<file path="src/rtl/amber48_pkg.sv">
// ============================================================================
// Module      : amber48_pkg
// Description : Shared constants and types for the amber48 dmem arbiter.
// Revision    : 1.0 - initial release
// ============================================================================
`default_nettype none

package amber48_pkg;

  localparam int XLEN                    = 48;
  localparam int ARB_RETRY_LIMIT_DEFAULT = 255;

  typedef enum logic [1:0] {
    IDLE  = 2'd0,
    ISSUE = 2'd1,
    WAIT  = 2'd2
  } arb_state_e;

endpackage

`default_nettype wire

</file>
<file path="src/rtl/amber48_rr_pick.sv">
// ============================================================================
// Module      : amber48_rr_pick
// Description : Combinational round-robin picker; scans upward from the
//               pointer with wrap-around, and the first set request wins.
// Revision    : 1.0 - initial release
// ============================================================================
`default_nettype none

module amber48_rr_pick #(
  parameter int N     = 2,
  parameter int PTR_W = (N > 1) ? $clog2(N) : 1
) (
  input  logic [N-1:0]     i_req,
  input  logic [PTR_W-1:0] i_ptr,
  output logic [N-1:0]     o_gnt,
  output logic [PTR_W-1:0] o_idx,
  output logic             o_valid
);

  logic [PTR_W-1:0] w_cand;

  always_comb begin
    o_gnt   = '0;
    o_idx   = '0;
    o_valid = 1'b0;
    w_cand  = '0;
    for (int off = 0; off < N; off++) begin
      w_cand = PTR_W'((32'(i_ptr) + 32'(off)) % N);
      if (!o_valid && i_req[w_cand]) begin
        o_valid       = 1'b1;
        o_idx         = w_cand;
        o_gnt[w_cand] = 1'b1;
      end
    end
  end

endmodule

`default_nettype wire

</file>
<file path="src/rtl/amber48_dmem_arb.sv">
// ============================================================================
// Module      : amber48_dmem_arb
// Description : Round-robin arbiter/sequencer sharing the amber48 dmem port;
//               pulses each request once, re-issues on stall, traps on timeout.
//               Optional counters: define AMBER48_DMEM_ARB_STATS_EN.
// Revision    : 1.0 - initial release
// ============================================================================
`default_nettype none

module amber48_dmem_arb
  import amber48_pkg::*;
#(
  parameter int NUM_REQ     = 2,
  parameter int RETRY_LIMIT = ARB_RETRY_LIMIT_DEFAULT
) (
  input  logic                    clk_i,
  input  logic                    rst_ni,
  input  logic [NUM_REQ-1:0]      req_i,
  input  logic [NUM_REQ-1:0]      we_i,
  input  logic [NUM_REQ*XLEN-1:0] addr_i,
  input  logic [NUM_REQ*XLEN-1:0] wdata_i,
  output logic [NUM_REQ-1:0]      gnt_o,
  output logic [NUM_REQ-1:0]      rsp_valid_o,
  output logic [XLEN-1:0]         rsp_rdata_o,
  output logic                    rsp_trap_o,
`ifdef AMBER48_DMEM_ARB_STATS_EN
  input  logic                    stat_clr_i,
  output logic [NUM_REQ*32-1:0]   stat_grants_o,
  output logic [31:0]             stat_retries_o,
  output logic [15:0]             stat_timeouts_o,
`endif
  output logic                    mem_req_o,
  output logic                    mem_we_o,
  output logic [XLEN-1:0]         mem_addr_o,
  output logic [XLEN-1:0]         mem_wdata_o,
  input  logic [XLEN-1:0]         mem_rdata_i,
  input  logic                    mem_ready_i,
  input  logic                    mem_trap_i
);

  localparam int c_ptr_w   = (NUM_REQ > 1) ? $clog2(NUM_REQ) : 1;
  localparam int c_retry_w = (RETRY_LIMIT > 0) ? $clog2(RETRY_LIMIT + 1) : 1;
  localparam logic [c_retry_w-1:0] c_limit = c_retry_w'(RETRY_LIMIT);

  if (NUM_REQ < 2) begin : g_num_req_check
    $fatal(1, "amber48_dmem_arb: NUM_REQ must be >= 2");
  end

  arb_state_e           r_state, w_state_d;
  logic [c_ptr_w-1:0]   r_rr, r_owner;
  logic [c_retry_w-1:0] r_retry;
  logic                 r_we;
  logic [XLEN-1:0]      r_addr, r_wdata;

  logic [NUM_REQ-1:0]   w_pick_gnt;
  logic [c_ptr_w-1:0]   w_pick_idx, w_rr_next;
  logic                 w_pick_valid;
  logic                 w_grant, w_retry;

  amber48_rr_pick #(
    .N     (NUM_REQ),
    .PTR_W (c_ptr_w)
  ) u_rr_pick (
    .i_req   (req_i),
    .i_ptr   (r_rr),
    .o_gnt   (w_pick_gnt),
    .o_idx   (w_pick_idx),
    .o_valid (w_pick_valid)
  );

  assign w_rr_next = (w_pick_idx == c_ptr_w'(NUM_REQ - 1)) ? '0 : w_pick_idx + 1'b1;

  // Grant is gated by rst_ni so every output reads zero while reset is held.
  always_comb begin
    w_state_d   = r_state;
    w_grant     = 1'b0;
    w_retry     = 1'b0;
    gnt_o       = '0;
    rsp_valid_o = '0;
    rsp_rdata_o = '0;
    rsp_trap_o  = 1'b0;
    case (r_state)
      IDLE: begin
        if (w_pick_valid && rst_ni) begin
          w_grant   = 1'b1;
          gnt_o     = w_pick_gnt;
          w_state_d = ISSUE;
        end
      end
      ISSUE: w_state_d = WAIT;
      WAIT: begin
        if (mem_ready_i) begin
          rsp_valid_o[r_owner] = 1'b1;
          rsp_rdata_o          = mem_rdata_i;
          rsp_trap_o           = mem_trap_i;
          w_state_d            = IDLE;
        end else if ((RETRY_LIMIT == 0) || (r_retry < c_limit)) begin
          w_retry   = 1'b1;
          w_state_d = ISSUE;
        end else begin
          rsp_valid_o[r_owner] = 1'b1;
          rsp_trap_o           = 1'b1;
          w_state_d            = IDLE;
        end
      end
      default: w_state_d = IDLE;
    endcase
  end

  always_ff @(posedge clk_i or negedge rst_ni) begin
    if (!rst_ni) begin
      r_state <= IDLE;
      r_rr    <= '0;
      r_owner <= '0;
      r_retry <= '0;
      r_we    <= 1'b0;
      r_addr  <= '0;
      r_wdata <= '0;
    end else begin
      r_state <= w_state_d;
      if (w_grant) begin
        r_owner <= w_pick_idx;
        r_rr    <= w_rr_next;
        r_retry <= '0;
        r_we    <= we_i[w_pick_idx];
        r_addr  <= addr_i[w_pick_idx*XLEN +: XLEN];
        r_wdata <= wdata_i[w_pick_idx*XLEN +: XLEN];
      end else if (w_retry && (r_retry != '1)) begin
        r_retry <= r_retry + c_retry_w'(1);
      end
    end
  end

  // A one-cycle pulse per issue can never be double-counted by dmem's registered ready.
  assign mem_req_o   = (r_state == ISSUE);
  assign mem_we_o    = r_we;
  assign mem_addr_o  = r_addr;
  assign mem_wdata_o = r_wdata;

`ifdef AMBER48_DMEM_ARB_STATS_EN
  logic [31:0] r_stat_retries;
  logic [15:0] r_stat_timeouts;
  logic        w_timeout;

  assign w_timeout = (r_state == WAIT) && !mem_ready_i && !w_retry;

  for (genvar g = 0; g < NUM_REQ; g++) begin : g_grant_cnt
    logic [31:0] r_cnt;
    always_ff @(posedge clk_i or negedge rst_ni) begin
      if (!rst_ni)           r_cnt <= '0;
      else if (stat_clr_i)   r_cnt <= '0;
      else if (gnt_o[g])     r_cnt <= r_cnt + 32'd1;
    end
    assign stat_grants_o[g*32 +: 32] = r_cnt;
  end

  always_ff @(posedge clk_i or negedge rst_ni) begin
    if (!rst_ni) begin
      r_stat_retries  <= '0;
      r_stat_timeouts <= '0;
    end else if (stat_clr_i) begin
      r_stat_retries  <= '0;
      r_stat_timeouts <= '0;
    end else begin
      if (w_retry)
        r_stat_retries <= r_stat_retries + 32'd1;
      if (w_timeout && (r_stat_timeouts != 16'hFFFF))
        r_stat_timeouts <= r_stat_timeouts + 16'd1;
    end
  end

  assign stat_retries_o  = r_stat_retries;
  assign stat_timeouts_o = r_stat_timeouts;
`endif

endmodule

`default_nettype wire
</file>
<file path="config.mk">
export PLATFORM = sky130hd
export DESIGN_NAME = amber48_dmem_arb
export DESIGN_NICKNAME = d
export VERILOG_FILES = /design/src/rtl/amber48_pkg.sv /design/src/rtl/amber48_rr_pick.sv /design/src/rtl/amber48_dmem_arb.sv
export SDC_FILE = /design/constraint.sdc
export NUM_CORES = 1
export LEC_CHECK = 0
export CORE_AREA = 2 2 156 158
export CTS_BUF_LIST = sky130_fd_sc_hd__clkbuf_16
export DETAILED_ROUTE_END_ITERATION = 12
export DIE_AREA = 0 0 158 160
export RECOVER_POWER = 25
export SETUP_SLACK_MARGIN = 0.3
export SLEW_MARGIN = 20
export SYNTH_ARGS = -nofsm -noshare
export SYNTH_HDL_FRONTEND = slang
export SYNTH_SLANG_ARGS = --single-unit
</file>
<file path="constraint.sdc">
create_clock -name clk_i -period 4.67 [get_ports clk_i]
set_clock_uncertainty 0.15 [all_clocks]
set_input_delay 0.934 -clock clk_i [delete_from_list [all_inputs] [get_ports clk_i]]
set_output_delay 0.934 -clock clk_i [all_outputs]
set_load 0.01 [all_outputs]
</file>
==> impl_metrics.csv, run 1 <==
group,metric,value,unit
final_layout,multi_input_area,0.001604,sq mm
job,max_cap_violations,0,
final_layout,n_antenna_cell,0,
floorplan,pin_count,399,
sta,min_period,3.925,ns
route,drc,0,
final_layout,nFillCells,2403,
sta,period_share,84.05,%
critical_path,crit_path_max_fanout,32,
placement,place.gp.congestion,0.7241,
yosys,ys_types,29,
floorplan,start_util,20.78,%
pwr,pwr_density_cell,510.9,mW/mm^2
cts,insertion_delay,0.34,ns
hold_path,min_path_type,"register to register",
floorplan,die_area,0.02528,sq mm
placement,dpl.hpwl,14450,um
sta,setup_viol,0,
route,wl_met1,7629,um
route,top_layer_used,"met4",
final_layout,final_util,39.97,%
critical_path,cp.arrival,2.84,ns
route,ant_nets,0,
route,drt-initial-drc-count,585,
yosys,async_reset_ff_share,100.0,%
final_layout,drive_gt1_share,3.386,%
sta,worst_pin_slew,0.8683,ns
global_routing,grt_pass1_wl,28970,um
cts,cts.sinks,109,
global_routing,antenna_found_initial,0,
yosys,yosys_warnings,0,
cts,cts_tree,"yes",
sta,slew_violations,0,
yosys,syn_nets,698,
pwr,ir_drop,0.2126,mV
sta,setup_tns,0,ns
cts,clkTransAtPathRegs,0.07,ns
cts,ctsResizeCount,0,
cts,cts.path.max_buffers,2,
yosys,ys.flop_type,"dfrtp_1",
global_routing,grt_pass1_vias,5197,
cts,cts_hold_buffers,0,
cts,numCtsBuffers,9,
final_layout,final_net_count,1073,
yosys,avgSynthCellArea,11.02,sq um
critical_path,cp-end-kind,"output pin",
critical_path,path_class,"primary input to output pin",
sta,rsz0062_at_grt,"no",
global_routing,track_usage,14.79,%
yosys,synth-edff-count,0,
placement,portBuffers,398,
pwr,p_leak,0.004457,uW
global_routing,grt.overflow.total,0,
cts,post_cts.repair.setup_buffers,0,
route,vias,5246,
yosys,syn_inst,449,
critical_path,cp-start-kind,"primary input",
floorplan,die_w,158,um
outcome,status,"finished clean",
route,via_per_inst,4.558,
sta,fmax,254.8,MHz
cts,cts_htree_levels,3,
global_routing,grt_max_degree,104,
route,wl_met3,2091,um
floorplan,num_rows,57,
floorplan,coreArea,0.02382,sq mm
route,drt_pass1_iterations,8,
sta,hold_viol,0,
yosys,yosysSeqAreaShare,55.11,%
route,wl_per_cell,17.38,um
sta,maxSlewHeadroom,42.12,%
cts,root_buffer,"clkbuf_16",
yosys,synthesis.area,0.004950,sq mm
final_layout,syn2layout_area_growth,92.34,%
final_layout,seqCellArea,0.002728,sq mm
critical_path,critical_path_required,3.59,ns
yosys,synth_seq_cells,109,
route,drt-total-wl,20010,um
floorplan,die_h,160,um
route,route.met2.wl,9979,um
==> where the power goes <==
part | total [uW] | internal (uW) | leakage (uW) | switching [uW]
Sequential | 1610 | 1370 | 0.00136 | 247
Combinational | 2320 | 1320 | 0.00292 | 998
Clock | 930 | 573 | 0.000171 | 357
==> stage by stage <==
step | cells | power (uW) | hold WS, ns | cell area (sq um) | setup WS [ns]
after global placement | 1137 | 4025 | 0.3342 | 9174 | 0.7631
after detailed placement | 1137 | 4046 | 0.3415 | 9174 | 0.7630
final | 1151 | 4864 | 0.3556 | 9520 | 0.7449
after CTS | 1151 | 5012 | 0.3510 | 9524 | 0.7501
after floorplan | 449 | 2684 | 0.3097 | 4950 | 1.917
after global routing | 1151 | 5174 | 0.3678 | 9520 | 0.6369
==> placed cells by master (no fill, tap or decap) <==
cell type        synthesis  final
a211o_1                  1      1
a21oi_1                  2      2
a221o_1                  1      1
a222oi_1                97     97
and3_1                  54     52
and3_4                   0      2
buf_12                   0      1
buf_4                    3      8
bufinv_16                0      4
clkbuf_1                13      1
clkbuf_16                0      9
clkdlybuf4s50_1          0    353
clkinv_2                 0      1
dfrtp_1                109    109
dlygate4sd3_1            0     44
ha_1                     1      1
inv_1                  100    100
mux2i_1                  2      2
nand2_1                  8      8
nand2b_1                 1      1
nand3_1                  5      5
nand4_1                  1      1
nor2_1                   8      8
nor2b_1                  3      2
nor2b_2                  0      1
nor3_1                   1      1
nor3b_1                  1      1
nor3b_2                  1      1
nor4bb_1                 1      1
o211ai_1                 1      1
o21a_1                   2      2
o21ai_0                  3      3
o21ai_4                  0      1
o31ai_1                  1      1
xnor2_1                  1      1
==> cells in the mapped netlist, drive strengths merged (2+ instances only) <==
| library cell | number | area share, % |
|---|---|---|
| o21ai | 4 | 0.48 |
| nand2 | 8 | 0.61 |
| a222oi | 97 | 20 |
| nor2 | 8 | 0.61 |
| buf | 30 | 4.3 |
| dfrtp | 109 | 55 |
| nand3 | 5 | 0.51 |
| and3 | 54 | 6.8 |
| a21oi | 2 | 0.20 |
| nor3b | 2 | 0.40 |
| mux2i | 2 | 0.40 |
| o21a | 2 | 0.30 |
| clkbuf | 13 | 0.99 |
| nor2b | 3 | 0.38 |
| inv | 100 | 7.6 |
==> metal layers <==
| metal | up-vias | global-route usage, % |
|---|---|---|
| li1 | 2442 | - |
| met1 | 2487 | 16.86 |
| met2 | 296 | 26.15 |
| met3 | 21 | 5.183 |
| met4 | 0 | 3.849 |
| met5 | - | 0 |
==> cell families after synthesis <==
| kind of cell | after synthesis | share of synthesized area [%] |
|---|---|---|
| flip-flops | 109 | 55.11 |
| AND/OR/NAND/NOR | 84 | 9.884 |
| adder cells (fa/ha/maj) | 1 | 0.2527 |
| AO/OA/AOI/OAI | 109 | 21.28 |
| multiplexers | 2 | 0.4045 |
| XOR/XNOR | 1 | 0.1770 |
| buffers and inverters | 143 | 12.89 |
==> flip-flops by register name, indices dropped and copies added (netlist names) <==
| register | count |
|---|---|
| r_owner | 1 |
| mem_we_o | 1 |
| r_retry | 8 |
| r_rr | 1 |
| mem_addr_o | 48 |
| mem_wdata_o | 48 |
| r_state | 2 |
==> final timing paths <==
check                                  end  slack (ns)  cells after the start         from
min in group asynchronous   mem_addr_o[42]        0.76                      2       rst_ni
hold reg to reg                 r_state[1]        0.36                      1   r_state[1]
hold / removal                  r_state[1]        0.36                      1   r_state[1]
setup reg to reg             mem_addr_o[4]        2.02                      6   r_state[0]
max in group asynchronous  mem_wdata_o[47]        2.29                      3       rst_ni
setup / recovery           rsp_rdata_o[40]        0.74                      4  mem_ready_i
==> final cells by class <==
type	instances	share of cell area (%)
clock buffers	9	2.366
clock inverters	5	1.314
inverters	100	3.943
multi-input cells	197	16.85
flip-flops and latches	109	28.65
well taps	324	4.258
repair buffers	407	42.62
==> worst max-delay path, cell delays in order <==
cell and delay [ns]:
clkdlybuf4s50_1 0.80, buf_4 0.35, and3_1 0.19, clkdlybuf4s50_1 0.55
Power figures use the tool's default switching activity.
==> inputs of run 2 (changes only) <==
--- a/config.mk
+++ b/config.mk
@@ -5,10 +5,10 @@
 export SDC_FILE = /design/constraint.sdc
 export NUM_CORES = 1
 export LEC_CHECK = 0
-export CORE_AREA = 2 2 156 158
+export CORE_AREA = 2 2 157 159
 export CTS_BUF_LIST = sky130_fd_sc_hd__clkbuf_16
 export DETAILED_ROUTE_END_ITERATION = 12
-export DIE_AREA = 0 0 158 160
+export DIE_AREA = 0 0 159 161
 export RECOVER_POWER = 25
 export SETUP_SLACK_MARGIN = 0.3
 export SLEW_MARGIN = 20
==> constraint.sdc (replaced) <==
create_clock -name clk_i -period 3.32 [get_ports clk_i]
set_clock_uncertainty 0.15 [all_clocks]
set_input_delay 0.664 -clock clk_i [delete_from_list [all_inputs] [get_ports clk_i]]
set_output_delay 0.664 -clock clk_i [all_outputs]
set_load 0.01 [all_outputs]
==> impl_metrics.csv, run 2 (synthesized netlist as in run 1, its figures left out) <==
group,metric,value,unit
pwr,p_leak,0.004435,uW
cts,cts_hold_buffers,0,
critical_path,critPathSlowestCell,"clkdlybuf4s50_1",
outcome,status,"finished clean",
cts,numCtsBuffers,9,
final_layout,n_antenna_cell,0,
global_routing,grt_pass1_wl,30980,um
cts,root_buffer,"clkbuf_16",
final_layout,nFillCells,2383,
job,max_cap_violations,0,
floorplan,num_rows,57,
global_routing,grt_pass1_vias,5536,
final_layout,final_util,39.66,%
cts,cts.path.max_buffers,2,
final_layout,drive_gt1_share,3.735,%
sta,hold_viol,0,
placement,pre_cts_ws,0.2169,ns
floorplan,die_h,161,um
critical_path,max_stage_delay,0.55,ns
global_routing,grt.overflow.total,0,
sta,slew_violations,0,
sta,worst_pin_slew,1.282,ns
global_routing,track_usage,15.20,%
hold_path,min_path_type,"register to register",
cts,post_cts.repair.setup_buffers,0,
route,drt-initial-drc-count,628,
route,vias,5324,
pwr,ir_drop,0.3457,mV
cts,insertion_delay,0.34,ns
cts,cts_htree_levels,3,
floorplan,die_w,159,um
critical_path,path_class,"register to output pin",
floorplan,start_util,20.66,%
critical_path,cp-end-kind,"output pin",
cts,cts.sinks,109,
critical_path,crit_chain,"ha_1 -> nand3_1 -> nor2_1 -> o21ai_1 -> a21oi_1 -> clkdlybuf4s50_1",
sta,final.setup.worst_slack,0.4252,ns
global_routing,grt_busiest_layer,"met2",
pwr,pwr_density_cell,708.5,mW/mm^2
route,wl_per_cell,17.40,um
global_routing,grtUsageMet2,26.60,%
floorplan,coreArea,0.02396,sq mm
final_layout,layout_commonest_cell,"clkdlybuf4s50_1",
placement,place.gp.congestion,0.7823,
critical_path,cp.arrival,2.08,ns
critical_path,critical_path_required,2.51,ns
pwr,power,6734,uW
critical_path,r2r_slack,0.71,ns
final_layout,multi_input_area,0.001604,sq mm
global_routing,antenna_found_initial,0,
critical_path,cp-start-kind,"register",
final_layout,mostFrequentLayoutCells,"clkdlybuf4s50_1 (363), dfrtp_1 (109), inv_1 (100)",
global_routing,grt_max_degree,99,
floorplan,pin_count,399,
floorplan,die_area,0.02560,sq mm
route,ant_nets,0,
placement,dpl.hpwl,14640,um
final_layout,final_net_count,1074,
cts,cts_tree,"yes",
final_layout,syn2layout_area_growth,92.01,%
placement,portBuffers,398,
sta,maxSlewHeadroom,14.52,%
route,drt-total-wl,20080,um
route,drc,0,
sta,setup_viol,0,
sta,setup_tns,0,ns
global_routing,use_met1,17.11,%
global_routing,use_met3,5.778,%
sta,rsz0062_at_grt,"no",
sta,fmax,345.4,MHz
cts,clkTransAtPathRegs,0.07,ns
sta,period_share,87.19,%
route,drt_pass1_iterations,7,
final_layout,seqCellArea,0.002728,sq mm
sta,holdWs,0.3531,ns
critical_path,crit_path_max_fanout,6,
sta,min_period,2.895,ns
route,via_per_inst,4.614,
run 2: changes by cell type in the layout (fill, tap and decap cells not counted), sizes merged:
| cell | previous run | this run |
|---|---|---|
| bufinv | 4 | 1 |
| inv | 100 | 103 |
| dlygate4sd2 | 0 | 1 |
| dlygate4sd3 | 44 | 33 |
| clkdlybuf4s50 | 353 | 363 |
| clkinv | 1 | 3 |
| clkbuf | 10 | 13 |
| buf | 9 | 7 |
run 2: path summary, 6_finish.rpt:
path	start	end	cells past startpoint
max in group asynchronous	rst_ni	mem_addr_o[27]	3
min in group asynchronous	rst_ni	mem_wdata_o[1]	2
setup / recovery	r_retry[0]	rsp_trap_o	6
setup reg to reg	r_state[0]	mem_addr_o[24]	5
hold reg to reg	r_retry[2]	r_retry[2]	1
hold / removal	r_retry[2]	r_retry[2]	1
run 2: critical path, delay by kind of cell (launching register included):
family | cells | cell delay [ns]
flops | 1 | 0.39
buf+inv | 1 | 0.55
simple gates | 2 | 0.37
fa+ha+maj | 1 | 0.18
compound gates | 2 | 0.26
run 2: final cells by class:
type / instances / area share [%]
Inverter: 100 / 3.949
Timing Repair Buffer: 408 / 42.98
Tap cell: 324 / 4.265
Sequential cell: 109 / 28.70
Clock buffer: 9 / 2.370
Clock inverter: 7 / 0.8557
Multi-Input combinational cell: 197 / 16.88
run 2: routing by layer:
layer	vias to the layer above	part of all wire (%)
met1	2559	39
li1	2446	-
met4	0	1.8
met3	17	9.9
met2	302	50
met5	-	0
run 2: per-stage QoR:
stage	instances	instance area, sq um
2_1_floorplan	449	4950
3_3_place_gp	1138	9206
3_5_place_dp	1138	9206
4_1_cts	1154	9519
5_1_grt	1154	9504
6_report	1154	9504
run 2: where the power goes:
| part | switching (uW) | internal [uW] | total, uW |
|---|---|---|---|
| registers | 350 | 1920 | 2270 |
| logic | 1420 | 1900 | 3320 |
| clock network | 545 | 599 | 1140 |
| total | 2310 | 4420 | 6730 |
run 2: repair_timing:
item | CTS | global route
gates resized for setup | 4 | 2
cloned | 0 | 0
setup endpoints to repair | 35 | 12
==> inputs of run 3 (changes only) <==
--- a/config.mk
+++ b/config.mk
@@ -9,6 +9,7 @@
 export CTS_BUF_LIST = sky130_fd_sc_hd__clkbuf_16
 export DETAILED_ROUTE_END_ITERATION = 12
 export DIE_AREA = 0 0 159 161
+export GPL_TIMING_DRIVEN = 0
 export RECOVER_POWER = 25
 export SETUP_SLACK_MARGIN = 0.3
 export SLEW_MARGIN = 20
==> impl_metrics.csv, run 3 (synthesized netlist as in run 1, its figures left out) <==
group,metric,value,unit
placement,portBuffers,398,
sta,hold_viol,0,
route,vias,5469,
pwr,ir_drop,0.3058,mV
floorplan,coreArea,0.02396,sq mm
floorplan,die_area,0.02560,sq mm
global_routing,track_usage,17.11,%
global_routing,grt_max_degree,65,
sta,slew_violations,65,
cts,insertion_delay,0.35,ns
floorplan,pin_count,399,
final_layout,nFillCells,2417,
floorplan,die_h,161,um
hold_path,min_path_type,"register to register",
route,drt-total-wl,22600,um
route,wl_per_cell,18.94,um
final_layout,syn2layout_area_growth,96.46,%
sta,setup_viol,0,
route,drc,0,
final_layout,final_area,0.009724,sq mm
final_layout,drive_gt1_share,6.904,%
sta,holdWs,0.3450,ns
pwr,p_leak,0.004591,uW
pwr,p_int,4577,uW
pwr,combPwrFrac,51.1,%
cts,cts.path.max_buffers,2,
placement,place.gp.congestion,0.8384,
global_routing,grt_pass1_wl,33570,um
pwr,swShare,34.45,%
cts,clkTransAtPathRegs,0.08,ns
route,drt-initial-drc-count,545,
pwr,seq_power_share,32.8,%
job,max_cap_violations,1,
final_layout,final_net_count,1113,
placement,placed_cell_area,0.009368,sq mm
cts,cts.sinks,109,
global_routing,antenna_found_initial,0,
cts,numCtsBuffers,9,
global_routing,grt.overflow.total,0,
critical_path,path_class,"register to output pin",
sta,maxSlewHeadroom,-11.65,%
critical_path,cp-end-kind,"output pin",
sta,rsz0062_at_grt,"yes",
floorplan,num_rows,57,
cts,root_buffer,"clkbuf_16",
route,via_per_inst,4.584,
outcome,violations,"max-capacitance violations, max-slew violations",
pwr,clockPowerShare,16.1,%
sta,period_share,87.25,%
final_layout,n_antenna_cell,0,
final_layout,mostFrequentLayoutCells,"clkdlybuf4s50_1 (394), dfrtp_1 (107), inv_1 (100)",
pwr,power.net_switching,2406,uW
critical_path,critical_path_required,2.51,ns
sta,fmax,345.2,MHz
cts,cts_tree,"yes",
critical_path,cp.arrival,2.08,ns
sta,worst_pin_slew,1.675,ns
cts,cts_htree_levels,3,
final_layout,final_util,40.58,%
sta,min_period,2.897,ns
floorplan,die_w,159,um
floorplan,start_util,20.66,%
global_routing,grt_pass1_vias,5567,
route,drt_pass1_iterations,9,
outcome,status,"complete, but fails checks",
pwr,pwr_density_cell,718.1,mW/mm^2
critical_path,crit_path_max_fanout,6,
final_layout,layout_commonest_cell,"clkdlybuf4s50_1",
route,ant_nets,0,
placement,dpl.hpwl,17130,um
critical_path,cp-start-kind,"register",
==> run 3: changes by cell type in the layout (fill, tap and decap cells not counted), moves of 4 or more <==
cell / delta
dlygate4sd3_1: -33
clkdlybuf4s50_1: +31
buf_2: +15
buf_6: +12
clkbuf_1: +8
clkbuf_2: +4
==> run 3: worst max-delay path: stages, from the launching register on <==
cell and delay, ns:
dfrtp_1 0.39, ha_1 0.18, nand3_1 0.20, nor2_1 0.16, o21ai_1 0.12, a21oi_1 0.14, clkdlybuf4s50_1 0.55
==> run 3: area by class of cell <==
cell class              count  area, sq um  share of cell area, %
multi-input cells         197         1598                  16.43
flip-flops and latches    109         2730                  28.08
inverters                 100        375.4                  3.860
repair buffers            404         4016                  41.30
well taps                 324        405.4                  4.169
clock buffers               9        225.2                  2.316
clock inverters             7        72.57                 0.7463
plain buffers              43        301.5                  3.101
==> run 3: final timing paths <==
check                           depth (start not counted)  startpoint              end  slack, ns
worst max register to register                          8  r_state[0]  mem_wdata_o[10]       1.24
min in group asynchronous                               1      rst_ni  mem_wdata_o[35]       0.45
worst min register to register                          1  r_retry[2]       r_retry[2]       0.35
worst min-delay path                                    1  r_retry[2]       r_retry[2]       0.35
max in group asynchronous                               2      rst_ni   mem_addr_o[21]       1.04
worst max-delay path                                    6  r_retry[0]       rsp_trap_o       0.42
==> run 3: power groups by stage <==
stage	sequential (uW)	clock [uW]	combinational, uW
4_1_cts	2290	1170	3630
5_1_grt	2360	1220	3860
2_1_floorplan	2510	0	1260
6_report	2290	1120	3570
3_3_place_gp	2280	0	3550
3_5_place_dp	2300	0	3570
==> run 3: stage by stage <==
stage / TNS [ns] / setup slack [ns] / std cells / power, uW
2_1_floorplan: 0 / 1.107 / 449 / 3775
4_1_cts: 0 / 0.1969 / 1191 / 7088
6_report: 0 / 0.4232 / 1193 / 6983
5_1_grt: 0 / 0.2889 / 1193 / 7437
3_5_place_dp: -0.6701 / -0.3671 / 1172 / 5870
3_3_place_gp: -778.44 / -4.806 / 1171 / 5831
==> run 3: routing by layer <==
layer	vias up	global-route usage (%)	wire, um
li1	2529	-	-
met1	2629	19.39	8863
met2	298	30.99	11480
met3	13	5.855	1969
met4	0	4.091	283
met5	-	0	0
==> run 3: what timing repair did <==
item / in CTS / in global routing
endpoints found under the hold margin: 22 / 0
resized for setup: 23 / 7
endpoints found under the setup margin: 53 / 23
pin swaps: 0 / 0
hold buffers: 1 / 0
cloned: 1 / 0
buffers inserted: 1 / 2
